### src/rtl/dino_game_pkg.sv
// Shared state encodings, pose codes, display register map and the
// score-dependent scroll speed rule for the dino game engine.
package dino_game_pkg;

   localparam logic [1:0] ST_IDLE = 2'd0;
   localparam logic [1:0] ST_RUN  = 2'd1;
   localparam logic [1:0] ST_OVER = 2'd2;

   typedef enum logic [1:0] {
      POSE_RUN  = 2'd0,
      POSE_JUMP = 2'd1,
      POSE_DUCK = 2'd2
   } pose_t;

   localparam int WR_ADDR_W = 9;
   localparam int WR_DATA_W = 32;

   localparam logic [WR_ADDR_W-1:0] ADDR_DINO_Y   = 9'd1;
   localparam logic [WR_ADDR_W-1:0] ADDR_CACTUS_X = 9'd6;
   localparam logic [WR_ADDR_W-1:0] ADDR_SCORE    = 9'd10;

   localparam int DEF_DINO_X     = 100;
   localparam int DEF_GROUND_Y   = 168;
   localparam int DEF_JUMP_V0    = -12;
   localparam int DEF_SPAWN_X    = 620;
   localparam int DEF_HIT_MARGIN = 4;
   localparam int SPRITE_W       = 32;

   localparam logic [11:0] SCORE_MAX = 12'h999;

   // Scroll speed grows with the tens digit and caps at 6 px/frame from 40 on.
   function automatic logic [3:0] speed_for(input logic [3:0] hundreds,
                                            input logic [3:0] tens);
      if (hundreds != 4'd0 || tens >= 4'd4)
         return 4'd6;
      else
         return 4'd2 + tens;
   endfunction

endpackage

### src/rtl/dino_game_engine_if.sv
// Avalon-style write port from the game engine into the display register file.
interface dino_game_engine_if;
   import dino_game_pkg::*;

   logic                 wr_write;
   logic [WR_ADDR_W-1:0] wr_address;
   logic [WR_DATA_W-1:0] wr_writedata;
   logic                 wr_waitrequest;

   modport master (
      output wr_write,
      output wr_address,
      output wr_writedata,
      input  wr_waitrequest
   );

   modport slave (
      input  wr_write,
      input  wr_address,
      input  wr_writedata,
      output wr_waitrequest
   );

endinterface

### src/rtl/bcd_score_counter.sv
// Three-digit BCD score counter that sticks at 999; clear wins over inc.
module bcd_score_counter
   import dino_game_pkg::*;
(
   input  logic        clk,
   input  logic        reset,
   input  logic        clear,
   input  logic        inc,
   output logic [11:0] bcd
);

   logic [11:0] bcd_q;
   logic [3:0]  d0;
   logic [3:0]  d1;
   logic [3:0]  d2;

   assign d0 = bcd_q[3:0];
   assign d1 = bcd_q[7:4];
   assign d2 = bcd_q[11:8];

   always_ff @(posedge clk or posedge reset) begin
      if (reset) begin
         bcd_q <= '0;
      end else if (clear) begin
         bcd_q <= '0;
      end else if (inc && bcd_q != SCORE_MAX) begin
         if (d0 != 4'd9) begin
            bcd_q[3:0] <= d0 + 4'd1;
         end else begin
            bcd_q[3:0] <= 4'd0;
            if (d1 != 4'd9) begin
               bcd_q[7:4] <= d1 + 4'd1;
            end else begin
               bcd_q[7:4]  <= 4'd0;
               bcd_q[11:8] <= d2 + 4'd1;
            end
         end
      end
   end

   assign bcd = bcd_q;

endmodule

### src/rtl/dino_game_engine.sv
// Per-frame dino game logic: jump physics, cactus scroll, BCD score, collision,
// followed by a three-beat register write burst into the display.
module dino_game_engine
   import dino_game_pkg::*;
#(
   parameter int DINO_X     = DEF_DINO_X,
   parameter int GROUND_Y   = DEF_GROUND_Y,
   parameter int JUMP_V0    = DEF_JUMP_V0,
   parameter int SPAWN_X    = DEF_SPAWN_X,
   parameter int HIT_MARGIN = DEF_HIT_MARGIN
) (
   input  logic                       clk,
   input  logic                       reset,
   input  logic                       frame_tick,
   input  logic                       start,
   input  logic                       jump,
   input  logic                       duck,
   dino_game_engine_if.master         wr,
   output logic [7:0]                 dino_y,
   output logic [9:0]                 cactus_x,
   output logic [11:0]                score_bcd,
   output logic [1:0]                 pose,
   output logic                       game_over
);

   localparam logic [7:0]        GROUND_Y_C = 8'(GROUND_Y);
   localparam logic signed [8:0] GROUND_S   = 9'(GROUND_Y);
   localparam logic [9:0]        SPAWN_X_C  = 10'(SPAWN_X);
   localparam logic signed [5:0] JUMP_V0_C  = 6'(JUMP_V0);
   localparam logic [10:0]       SPRITE_W11 = 11'(SPRITE_W);
   localparam logic [10:0]       HIT_RIGHT  = 11'(DINO_X + SPRITE_W - HIT_MARGIN);
   localparam logic [10:0]       HIT_LEFT   = 11'(DINO_X + HIT_MARGIN);
   localparam logic [10:0]       HIT_TOP    = 11'(GROUND_Y + HIT_MARGIN);

   function automatic logic [7:0] clamp_to_ground(input logic signed [8:0] y_raw);
      if (y_raw >= GROUND_S)
         return GROUND_Y_C;
      else
         return y_raw[7:0];
   endfunction

   logic [1:0]        state_q, state_n;
   logic [7:0]        dino_y_q, y_n;
   logic signed [5:0] vel_q, vel_n;
   logic              air_q, air_n;
   logic [9:0]        cactus_q, cx_n;
   logic [1:0]        pose_q, pose_n;
   logic              pending_q;
   logic              do_update;
   logic              sc_clear, sc_inc;
   logic signed [8:0] y_sum;
   logic [3:0]        spd;
   logic              hit;

   logic                 wr_write_q;
   logic [WR_ADDR_W-1:0] wr_addr_q;
   logic [WR_DATA_W-1:0] wr_data_q;
   logic [1:0]           beat_q;

   // A frame is processed only while the write port is quiet; a tick that
   // lands mid-burst is parked in pending_q and serviced right after.
   assign do_update = !wr_write_q && (frame_tick || pending_q);

   always_comb begin
      state_n  = state_q;
      y_n      = dino_y_q;
      vel_n    = vel_q;
      air_n    = air_q;
      cx_n     = cactus_q;
      pose_n   = pose_q;
      sc_clear = 1'b0;
      sc_inc   = 1'b0;
      y_sum    = '0;
      spd      = '0;
      hit      = 1'b0;
      if (state_q != ST_RUN) begin
         if (start) begin
            state_n  = ST_RUN;
            y_n      = GROUND_Y_C;
            vel_n    = '0;
            air_n    = 1'b0;
            cx_n     = SPAWN_X_C;
            sc_clear = 1'b1;
         end
      end else begin
         if (air_q) begin
            y_sum = $signed({1'b0, dino_y_q}) + $signed({{3{vel_q[5]}}, vel_q});
            vel_n = vel_q + 6'sd1;
            if (y_sum >= GROUND_S) begin
               air_n = 1'b0;
               vel_n = '0;
            end
            y_n = clamp_to_ground(y_sum);
         end else if (jump) begin
            air_n = 1'b1;
            vel_n = JUMP_V0_C;
         end
         pose_n = air_n ? POSE_JUMP : (duck ? POSE_DUCK : POSE_RUN);

         spd = speed_for(score_bcd[11:8], score_bcd[7:4]);
         if (cactus_q <= {6'd0, spd}) begin
            cx_n   = SPAWN_X_C;
            sc_inc = 1'b1;
         end else begin
            cx_n = cactus_q - {6'd0, spd};
         end

         // Shrunken boxes overlap horizontally and the dino is low enough to touch.
         hit = ({1'b0, cx_n} < HIT_RIGHT) &&
               (({1'b0, cx_n} + SPRITE_W11) > HIT_LEFT) &&
               (({3'b0, y_n} + SPRITE_W11) > HIT_TOP);
         if (hit)
            state_n = ST_OVER;
      end
   end

   always_ff @(posedge clk or posedge reset) begin
      if (reset) begin
         state_q   <= ST_IDLE;
         dino_y_q  <= GROUND_Y_C;
         vel_q     <= '0;
         air_q     <= 1'b0;
         cactus_q  <= SPAWN_X_C;
         pose_q    <= POSE_RUN;
         pending_q <= 1'b0;
      end else begin
         if (do_update) begin
            state_q   <= state_n;
            dino_y_q  <= y_n;
            vel_q     <= vel_n;
            air_q     <= air_n;
            cactus_q  <= cx_n;
            pose_q    <= pose_n;
            pending_q <= 1'b0;
         end else if (frame_tick) begin
            pending_q <= 1'b1;
         end
      end
   end

   bcd_score_counter u_score (
      .clk   (clk),
      .reset (reset),
      .clear (do_update && sc_clear),
      .inc   (do_update && sc_inc),
      .bcd   (score_bcd)
   );

   // Beat 1 carries the freshly computed y; later beats read the registers,
   // which cannot change again until the burst has drained.
   always_ff @(posedge clk or posedge reset) begin
      if (reset) begin
         wr_write_q <= 1'b0;
         wr_addr_q  <= '0;
         wr_data_q  <= '0;
         beat_q     <= '0;
      end else if (do_update) begin
         wr_write_q <= 1'b1;
         wr_addr_q  <= ADDR_DINO_Y;
         wr_data_q  <= {24'd0, y_n};
         beat_q     <= 2'd0;
      end else if (wr_write_q && !wr.wr_waitrequest) begin
         case (beat_q)
            2'd0: begin
               wr_addr_q <= ADDR_CACTUS_X;
               wr_data_q <= {22'd0, cactus_q};
               beat_q    <= 2'd1;
            end
            2'd1: begin
               wr_addr_q <= ADDR_SCORE;
               wr_data_q <= {28'd0, score_bcd[3:0]};
               beat_q    <= 2'd2;
            end
            default: begin
               wr_write_q <= 1'b0;
               wr_addr_q  <= '0;
               wr_data_q  <= '0;
               beat_q     <= 2'd0;
            end
         endcase
      end
   end

   assign wr.wr_write     = wr_write_q;
   assign wr.wr_address   = wr_addr_q;
   assign wr.wr_writedata = wr_data_q;

   assign dino_y    = dino_y_q;
   assign cactus_x  = cactus_q;
   assign pose      = pose_q;
   assign game_over = (state_q == ST_OVER);

endmodule

### src/flat_wrapper.sv
// flat-port wrapper written by rule: the top's interface ports become plain ports
module dino_game_engine_flat import dino_game_pkg::*;
#(
   parameter int DINO_X     = DEF_DINO_X,
   parameter int GROUND_Y   = DEF_GROUND_Y,
   parameter int JUMP_V0    = DEF_JUMP_V0,
   parameter int SPAWN_X    = DEF_SPAWN_X,
   parameter int HIT_MARGIN = DEF_HIT_MARGIN
)
  (clk, reset, frame_tick, start, jump, duck, dino_y, cactus_x, score_bcd, pose, game_over, wr_wr_write, wr_wr_address, wr_wr_writedata, wr_wr_waitrequest);
  dino_game_engine_if wr_i ();
  input  logic clk;
  input  logic reset;
  input  logic frame_tick;
  input  logic start;
  input  logic jump;
  input  logic duck;
  output logic [7:0] dino_y;
  output logic [9:0] cactus_x;
  output logic [11:0] score_bcd;
  output logic [1:0] pose;
  output logic game_over;
  output wire logic [$bits(wr_i.wr_write)-1:0] wr_wr_write;
  output wire logic [$bits(wr_i.wr_address)-1:0] wr_wr_address;
  output wire logic [$bits(wr_i.wr_writedata)-1:0] wr_wr_writedata;
  input wire logic [$bits(wr_i.wr_waitrequest)-1:0] wr_wr_waitrequest;
  assign wr_wr_write = wr_i.wr_write;
  assign wr_wr_address = wr_i.wr_address;
  assign wr_wr_writedata = wr_i.wr_writedata;
  assign wr_i.wr_waitrequest = wr_wr_waitrequest;
  dino_game_engine #(.DINO_X(DINO_X), .GROUND_Y(GROUND_Y), .JUMP_V0(JUMP_V0), .SPAWN_X(SPAWN_X), .HIT_MARGIN(HIT_MARGIN)) u_core (.clk(clk), .reset(reset), .frame_tick(frame_tick), .start(start), .jump(jump), .duck(duck), .wr(wr_i), .dino_y(dino_y), .cactus_x(cactus_x), .score_bcd(score_bcd), .pose(pose), .game_over(game_over));
endmodule
### config.mk
export PLATFORM = sky130hd
export DESIGN_NAME = dino_game_engine_flat
export DESIGN_NICKNAME = d
export VERILOG_FILES = /design/src/rtl/dino_game_pkg.sv /design/src/rtl/dino_game_engine_if.sv /design/src/rtl/bcd_score_counter.sv /design/src/rtl/dino_game_engine.sv /design/src/flat_wrapper.sv
export SDC_FILE = /design/constraint.sdc
export NUM_CORES = 1
export LEC_CHECK = 0
export ABC_AREA = 1
export BUFFER_PORTS_ARGS = -buffer_cell sky130_fd_sc_hd__buf_2
export CAP_MARGIN = 20
export CORE_ASPECT_RATIO = 2
export CORE_MARGIN = 2
export CORE_UTILIZATION = 55
export DETAILED_ROUTE_END_ITERATION = 8
export PLACE_DENSITY = 0.8
export SETUP_SLACK_MARGIN = 0.02
export SKIP_LAST_GASP = 1
export SYNTH_ARGS = -nofsm -noshare
export SYNTH_HDL_FRONTEND = slang
export SYNTH_SLANG_ARGS = --single-unit
### constraint.sdc
create_clock -name clk -period 7.7 [get_ports clk]
set_input_delay 1.155 -clock clk [delete_from_list [all_inputs] [get_ports clk]]
set_output_delay 1.155 -clock clk [all_outputs]
set_load 0.02 [all_outputs]
==> flow_metrics.env, run 1 <==
export IMPL_cp_max_fo=6
export IMPL_grt_pass1_vias=3785
export IMPL_grt_usage=0.286
export IMPL_hold_class="reg2reg"
export IMPL_synth_top_area_cell="dfrtp_1"
export IMPL_cts_htree_levels=3
export IMPL_antenna_found_initial=0
export IMPL_regArea_um2=1440
export IMPL_yosys_warnings=0
export IMPL_avgSynthCellArea_um2=7.57
export IMPL_synth_edff_count=0
export IMPL_grt_start_max_net_pins=58
export IMPL_drc=0
export IMPL_synth_most_common_cell="nand2_1"
export IMPL_dr_pass1_iters=5
export IMPL_synth_area_um2=3970
export IMPL_avgViaCountPerCell=5.48
export IMPL_yosysSeqAreaShare=0.362
export IMPL_synthArstFlopShare=1.00
export IMPL_clk_pin_slew_worst_paths_ns=0.05
export IMPL_clk_latency_ns=0.33
export IMPL_portBuffers=54
export IMPL_core_um2=6940
export IMPL_startpoint_type="register"
export IMPL_arrival_ns=4.01
export IMPL_initial_utilization=0.572
export IMPL_wire_per_inst_um=15.8
export IMPL_post_route_worst_setup_slack_ns=3.96
export IMPL_cp_end_kind="register"
export IMPL_drt_total_wl_mm=10.8
export IMPL_layout_drive_gt1_share=0.184
export IMPL_pre_cts_slack_ns=3.86
export IMPL_nets=618
export IMPL_cts_buffers=9
export IMPL_fin_worst_skew_ns=0.00470
export IMPL_hold_viol=0
export IMPL_nFillCells=585
export IMPL_place_area_um2=4250
export IMPL_slew_violations=0
export IMPL_dp_hpwl_mm=8.27
export IMPL_num_vias=3734
export IMPL_required_ns=7.96
export IMPL_ys_seq_elements=57
export IMPL_tns_ns=0
export IMPL_synth_commonest_cells="nand2_1, inv_1, nor2_1"
export IMPL_io_pins=82
export IMPL_syn2layout_area_growth_pct=16.4
export IMPL_period_share=0.486
export IMPL_die_w_um=64.1
export IMPL_maxCapViolations=0
export IMPL_vdd_ir_drop_worst_uv=277
export IMPL_cts_tree="built"
export IMPL_max_freq_mhz=267
export IMPL_synth_cell_types=43
export IMPL_tightest_slew_ns=0.919
export IMPL_multiInputGateArea_um2=2130
export IMPL_grt_pass1_wl_mm=17.2
export IMPL_synth_flop_cell="dfrtp_1"
export IMPL_postRouteAntennaNets=0
export IMPL_period_minus_slack_ns=3.74
export IMPL_diodes=0
export IMPL_finalSetupViolations=0
export IMPL_status="finished clean"
export IMPL_drtIter0Drc=221
export IMPL_rsz0062_at_grt="false"
export IMPL_die_h_um=124
export IMPL_rows=43
export IMPL_max_slew_margin=0.385
export IMPL_die_area_um2=7960
export IMPL_critical_path_class="reg2reg"
export IMPL_p_per_area_nw_per_um2=468
export IMPL_root_buffer="clkbuf_16"
export IMPL_power_leakage_nw=2.45
export IMPL_cts_setup_buffers=0
export IMPL_syn_inst=525
export IMPL_cts_resized_gates=0
export IMPL_synth_top_area_frac=0.309
export IMPL_place_gp_congestion=0.902
export IMPL_utilization=0.666
export IMPL_numClockSinks=57
export IMPL_grt_overflow=0
export IMPL_synthTopCellsByArea="dfrtp_1, nand2_1, ha_1"
export IMPL_cts_hold_buf=0
export IMPL_clock_path_buffers=2
export IMPL_post_route_cell_area_um2=4620
-- flip-flops by register name (all words and copies together) (netlist names) --
signal,flops
u_core.vel_q,6
u_core.wr.wr_writedata,10
u_core.state_q,2
u_core.dino_y,8
u_core.wr.wr_write,1
u_core.pose,2
u_core.beat_q,1
u_core.pending_q,1
u_core.air_q,1
u_core.cactus_x,10
u_core.wr.wr_address,3
u_core.u_score.bcd,12
-- critical path, cell delays in order (launching register included) --
cell and delay [ns]:
dfrtp_1 0.42, inv_1 0.12, ha_1 0.19, nand4_1 0.18, nor2_1 0.13, ha_1 0.15
inv_1 0.06, fa_1 0.40, nand2_1 0.11, nand2_2 0.07, a21oi_4 0.21, nand2_4 0.11
nand2_4 0.08, nand3_4 0.12, nand3_1 0.17, ha_1 0.25, nor3_1 0.20, nand3_1 0.12
nand2_1 0.08, nand2_1 0.05, a21oi_1 0.13, nor2_1 0.05, nand2_1 0.06, nand2_1 0.06
nand2_1 0.07, nand2_1 0.05, nand2_1 0.05
-- per-stage QoR --
| step | total power [W] | std cells | hold slack [ns] |
|---|---|---|---|
| 6_report | 0.00216 | 681 | 0.473 |
| 4_1_cts | 0.00216 | 681 | 0.480 |
| 3_3_place_gp | 0.00161 | 665 | 0.454 |
| 3_5_place_dp | 0.00164 | 665 | 0.466 |
| 2_1_floorplan | 0.00133 | 551 | 0.442 |
| 5_1_grt | 0.00231 | 681 | 0.502 |
-- cells in the final DEF, fill, tap and decap left out, types with 2 or more instances in the layout --
cell type and n:
a21oi_1 23, a21oi_2 2, a21oi_4 2, a22oi_1 2
a31oi_1 3, buf_2 54, buf_4 2, bufinv_16 4
clkbuf_16 9, clkbuf_8 2, conb_1 27, dfrtp_1 49
dfstp_2 8, fa_1 2, ha_1 23, inv_1 68
inv_2 3, nand2_1 106, nand2_2 5, nand2_4 4
nand3_1 38, nand4_1 4, nor2_1 56, nor2_2 2
nor2_4 3, nor3_1 9, o211ai_1 2, o21a_1 3
o21ai_0 35, o21ai_1 5, o221ai_1 2, o22ai_1 11
o31ai_1 2, or2_2 2, xor2_1 8
-- cell families (layout without fill, tap and decap cells) --
| kind of cell | after synthesis | count (layout) | share of synthesized area |
|---|---|---|---|
| XOR/XNOR | 9 | 9 | 0.0198 |
| AO/OA/AOI/OAI | 92 | 92 | 0.135 |
| adder cells (fa/ha/maj) | 25 | 25 | 0.0825 |
| other | 1 | 27 | 0.000944 |
| flip-flops | 57 | 57 | 0.362 |
| buffers and inverters | 105 | 145 | 0.126 |
| AND/OR/NAND/NOR | 236 | 236 | 0.273 |
-- final timing paths --
kind	endpoint	slack, ns	cells past startpoint	startpoint
min	u_core.wr.wr_writedata[8]	0.47	2	u_core.wr.wr_writedata[8]
max	u_core.state_q[0]	3.96	26	u_core.u_score.bcd[8]
max reg2reg	u_core.state_q[0]	3.96	26	u_core.u_score.bcd[8]
min reg2reg	u_core.wr.wr_writedata[8]	0.47	2	u_core.wr.wr_writedata[8]
max in group asynchronous	u_core.cactus_x[8]	6.19	3	reset
min in group asynchronous	u_core.u_score.bcd[0]	1.02	3	reset
-- power by group --
| group | internal [W] | switching (W) | total [W] |
|---|---|---|---|
| Clock | 0.000365 | 0.000139 | 0.000504 |
| Sequential | 0.000434 | 0.000138 | 0.000572 |
| Combinational | 0.000345 | 0.000741 | 0.00109 |
| Total | 0.00114 | 0.00102 | 0.00216 |
-- routing by layer --
metal,part of all wire,vias up,wire (um),global-route usage
li1,-,1787,-,-
met1,0.33,1765,3500,0.260
met3,0.044,45,470,0.0497
met4,0.059,0,633,0.214
met2,0.57,137,6160,0.546
met5,0,-,0,0
-- final cells by class --
type / instances / area share
Timing Repair Buffer: 56 / 0.0617
Inverter: 73 / 0.0604
Sequential cell: 57 / 0.311
Multi-Input combinational cell: 389 / 0.461
Tap cell: 90 / 0.0244
Clock inverter: 5 / 0.0271
Clock buffer: 11 / 0.0547
Note: power is estimated with default switching activity, not from simulation.
==> run 2, diff against run 1 <==
Settings changed: CORE_UTILIZATION 55 to 50, PLACE_DENSITY 0.8 to 0.77.
Clock period 7.7 ns to 3.4 ns, I/O delays scaled along.
==> flow_metrics.env, run 2 (synthesized netlist as in run 1, its figures left out) <==
export IMPL_p_per_area_nw_per_um2=998
export IMPL_period_share=0.973
export IMPL_tns_ns=0
export IMPL_max_stage_delay_ns=0.40
export IMPL_finalSetupViolations=0
export IMPL_clock_path_buffers=2
export IMPL_required_ns=3.66
export IMPL_numClockSinks=57
export IMPL_p_seq_frac=0.269
export IMPL_io_pins=82
export IMPL_nFillCells=709
export IMPL_num_vias=3709
export IMPL_period_minus_slack_ns=3.31
export IMPL_drtIter0Drc=363
export IMPL_clk_latency_ns=0.33
export IMPL_rows=46
export IMPL_avgViaCountPerCell=5.29
export IMPL_drt_total_wl_mm=10.2
export IMPL_slew_violations=0
export IMPL_die_area_um2=8720
export IMPL_grt_usage=0.243
export IMPL_dr_pass1_iters=6
export IMPL_power_leakage_nw=2.48
export IMPL_max_slew_margin=0.544
export IMPL_p_int_w=0.00243
export IMPL_cts_buffers=9
export IMPL_hold_viol=0
export IMPL_rsz0062_at_grt="true"
export IMPL_core_um2=7830
export IMPL_grt_pass1_vias=3516
export IMPL_hold_class="in2async"
export IMPL_p_sw_w=0.00229
export IMPL_crit_slowest_cell="dfrtp_1"
export IMPL_dp_cells=676
export IMPL_cp_max_fo=4
export IMPL_worstReg2RegStart="u_core.u_score.bcd[9]"
export IMPL_nets=632
export IMPL_wire_per_inst_um=14.5
export IMPL_layout_commonest_cell="nand2_1"
export IMPL_arrival_ns=3.57
export IMPL_reg2reg_slack_ns=0.09
export IMPL_maxCapViolations=0
export IMPL_cp_end_kind="register"
export IMPL_antenna_found_initial=0
export IMPL_dp_hpwl_mm=7.38
export IMPL_grt_start_max_net_pins=33
export IMPL_drc=0
export IMPL_cts_htree_levels=3
export IMPL_vdd_ir_drop_worst_uv=544
export IMPL_max_freq_mhz=302
export IMPL_initial_utilization=0.508
export IMPL_cts_hold_buf=0
export IMPL_largest_reg_flops=12
export IMPL_stdcell_count=701
export IMPL_grt_pass1_wl_mm=16.3
export IMPL_cts_tree="built"
export IMPL_worstSetupStartpoint="u_core.u_score.bcd[9]"
export IMPL_startpoint_type="register"
export IMPL_clockPowerShare=0.189
export IMPL_tightest_slew_ns=0.683
export IMPL_layout_drive_gt1_share=0.226
export IMPL_place_gp_congestion=0.924
export IMPL_r2r_end="u_core.state_q[0]"
export IMPL_fin_worst_skew_ns=0.00504
export IMPL_root_buffer="clkbuf_16"
export IMPL_mostFrequentLayoutCells="nand2_1, inv_1, nor2_1"
export IMPL_grt_overflow=0
export IMPL_p_sw_frac=0.485
export IMPL_r2r_cells=25
export IMPL_power_w=0.00472
export IMPL_crit_top_cell="nand2_1"
export IMPL_postRouteAntennaNets=0
export IMPL_status="finished clean"
export IMPL_die_h_um=130
export IMPL_combPwrFrac=0.543
export IMPL_diodes=0
export IMPL_clk_pin_slew_worst_paths_ns=0.05
export IMPL_critical_path_class="reg2reg"
export IMPL_portBuffers=54
export IMPL_die_w_um=67.0
export IMPL_syn2layout_area_growth_pct=19.1
[run 2: changes by cell type in the layout (fill, tap and decap cells not counted), moves of 2 or more]
| cell | before | now |
|---|---|---|
| buf_4 | 2 | 16 |
| ha_1 | 23 | 19 |
| nand2_1 | 106 | 102 |
| nand2_2 | 5 | 9 |
| bufinv_16 | 4 | 1 |
| ha_4 | 0 | 3 |
| inv_1 | 68 | 65 |
| inv_2 | 3 | 6 |
| a21oi_1 | 23 | 21 |
| a21oi_2 | 2 | 4 |
| clkbuf_1 | 0 | 2 |
| clkinv_2 | 1 | 3 |
[run 2: worst max path at each step]
stage                        endpoint
global route        u_core.state_q[0]
global placement    u_core.state_q[0]
detailed placement  u_core.state_q[0]
CTS                 u_core.state_q[0]
finish              u_core.state_q[0]
floorplan           u_core.state_q[1]
[run 2: area by class of cell]
type,instances,area (um2),area share
Tap cell,96,120,0.0254
Sequential cell,57,1440,0.304
Clock buffer,12,246,0.0521
Clock inverter,4,45.0,0.00952
Inverter,73,279,0.0590
Multi-Input combinational cell,389,2210,0.468
Timing Repair Buffer,70,390,0.0825
[run 2: metrics by stage]
stage	hold slack [ns]	setup slack (ns)	area (um2)	utilization
finish	0.286	0.0908	4730	0.605
global route	0.353	-0.150	4730	0.605
CTS	0.304	0.0230	4610	0.589
detailed placement	0.465	-0.0262	4290	0.548
global placement	0.450	0.129	4290	0.548
floorplan	0.442	0.0732	4070	-
[run 2: layer usage]
metal | track usage | routed length (um)
met1 | 0.307 | 4220
met2 | 0.390 | 4970
met3 | 0.0509 | 682
met4 | 0.118 | 283
met5 | 0 | 0
[run 2: critical path: cells and delay by family, from the launching register on]
kind                       cells  cell delay [ns]
AOI/OAI and AO/OA              2             0.29
adders and majority gates      4             0.87
and+or+nand+nor               16             1.41
buffers and inverters          3             0.28
DFF                            1             0.40
[run 2: what timing repair did]
| action | 4_1_cts | 5_1_grt |
|---|---|---|
| endpoints found under the hold margin | 0 | 0 |
| pin swaps | 3 | 6 |
| resized for setup | 3 | 17 |
| endpoints found under the setup margin | 2 | 3 |
| setup buffers | 2 | 7 |
[run 2: power groups by stage]
| stage | Sequential [W] | Combinational (W) | Clock (W) |
|---|---|---|---|
| floorplan | 0.00146 | 0.00154 | 0 |
| global placement | 0.00126 | 0.00234 | 0 |
| detailed placement | 0.00126 | 0.00239 | 0 |
| CTS | 0.00126 | 0.00244 | 0.000900 |
| global route | 0.00131 | 0.00284 | 0.000928 |
| finish | 0.00127 | 0.00256 | 0.000891 |
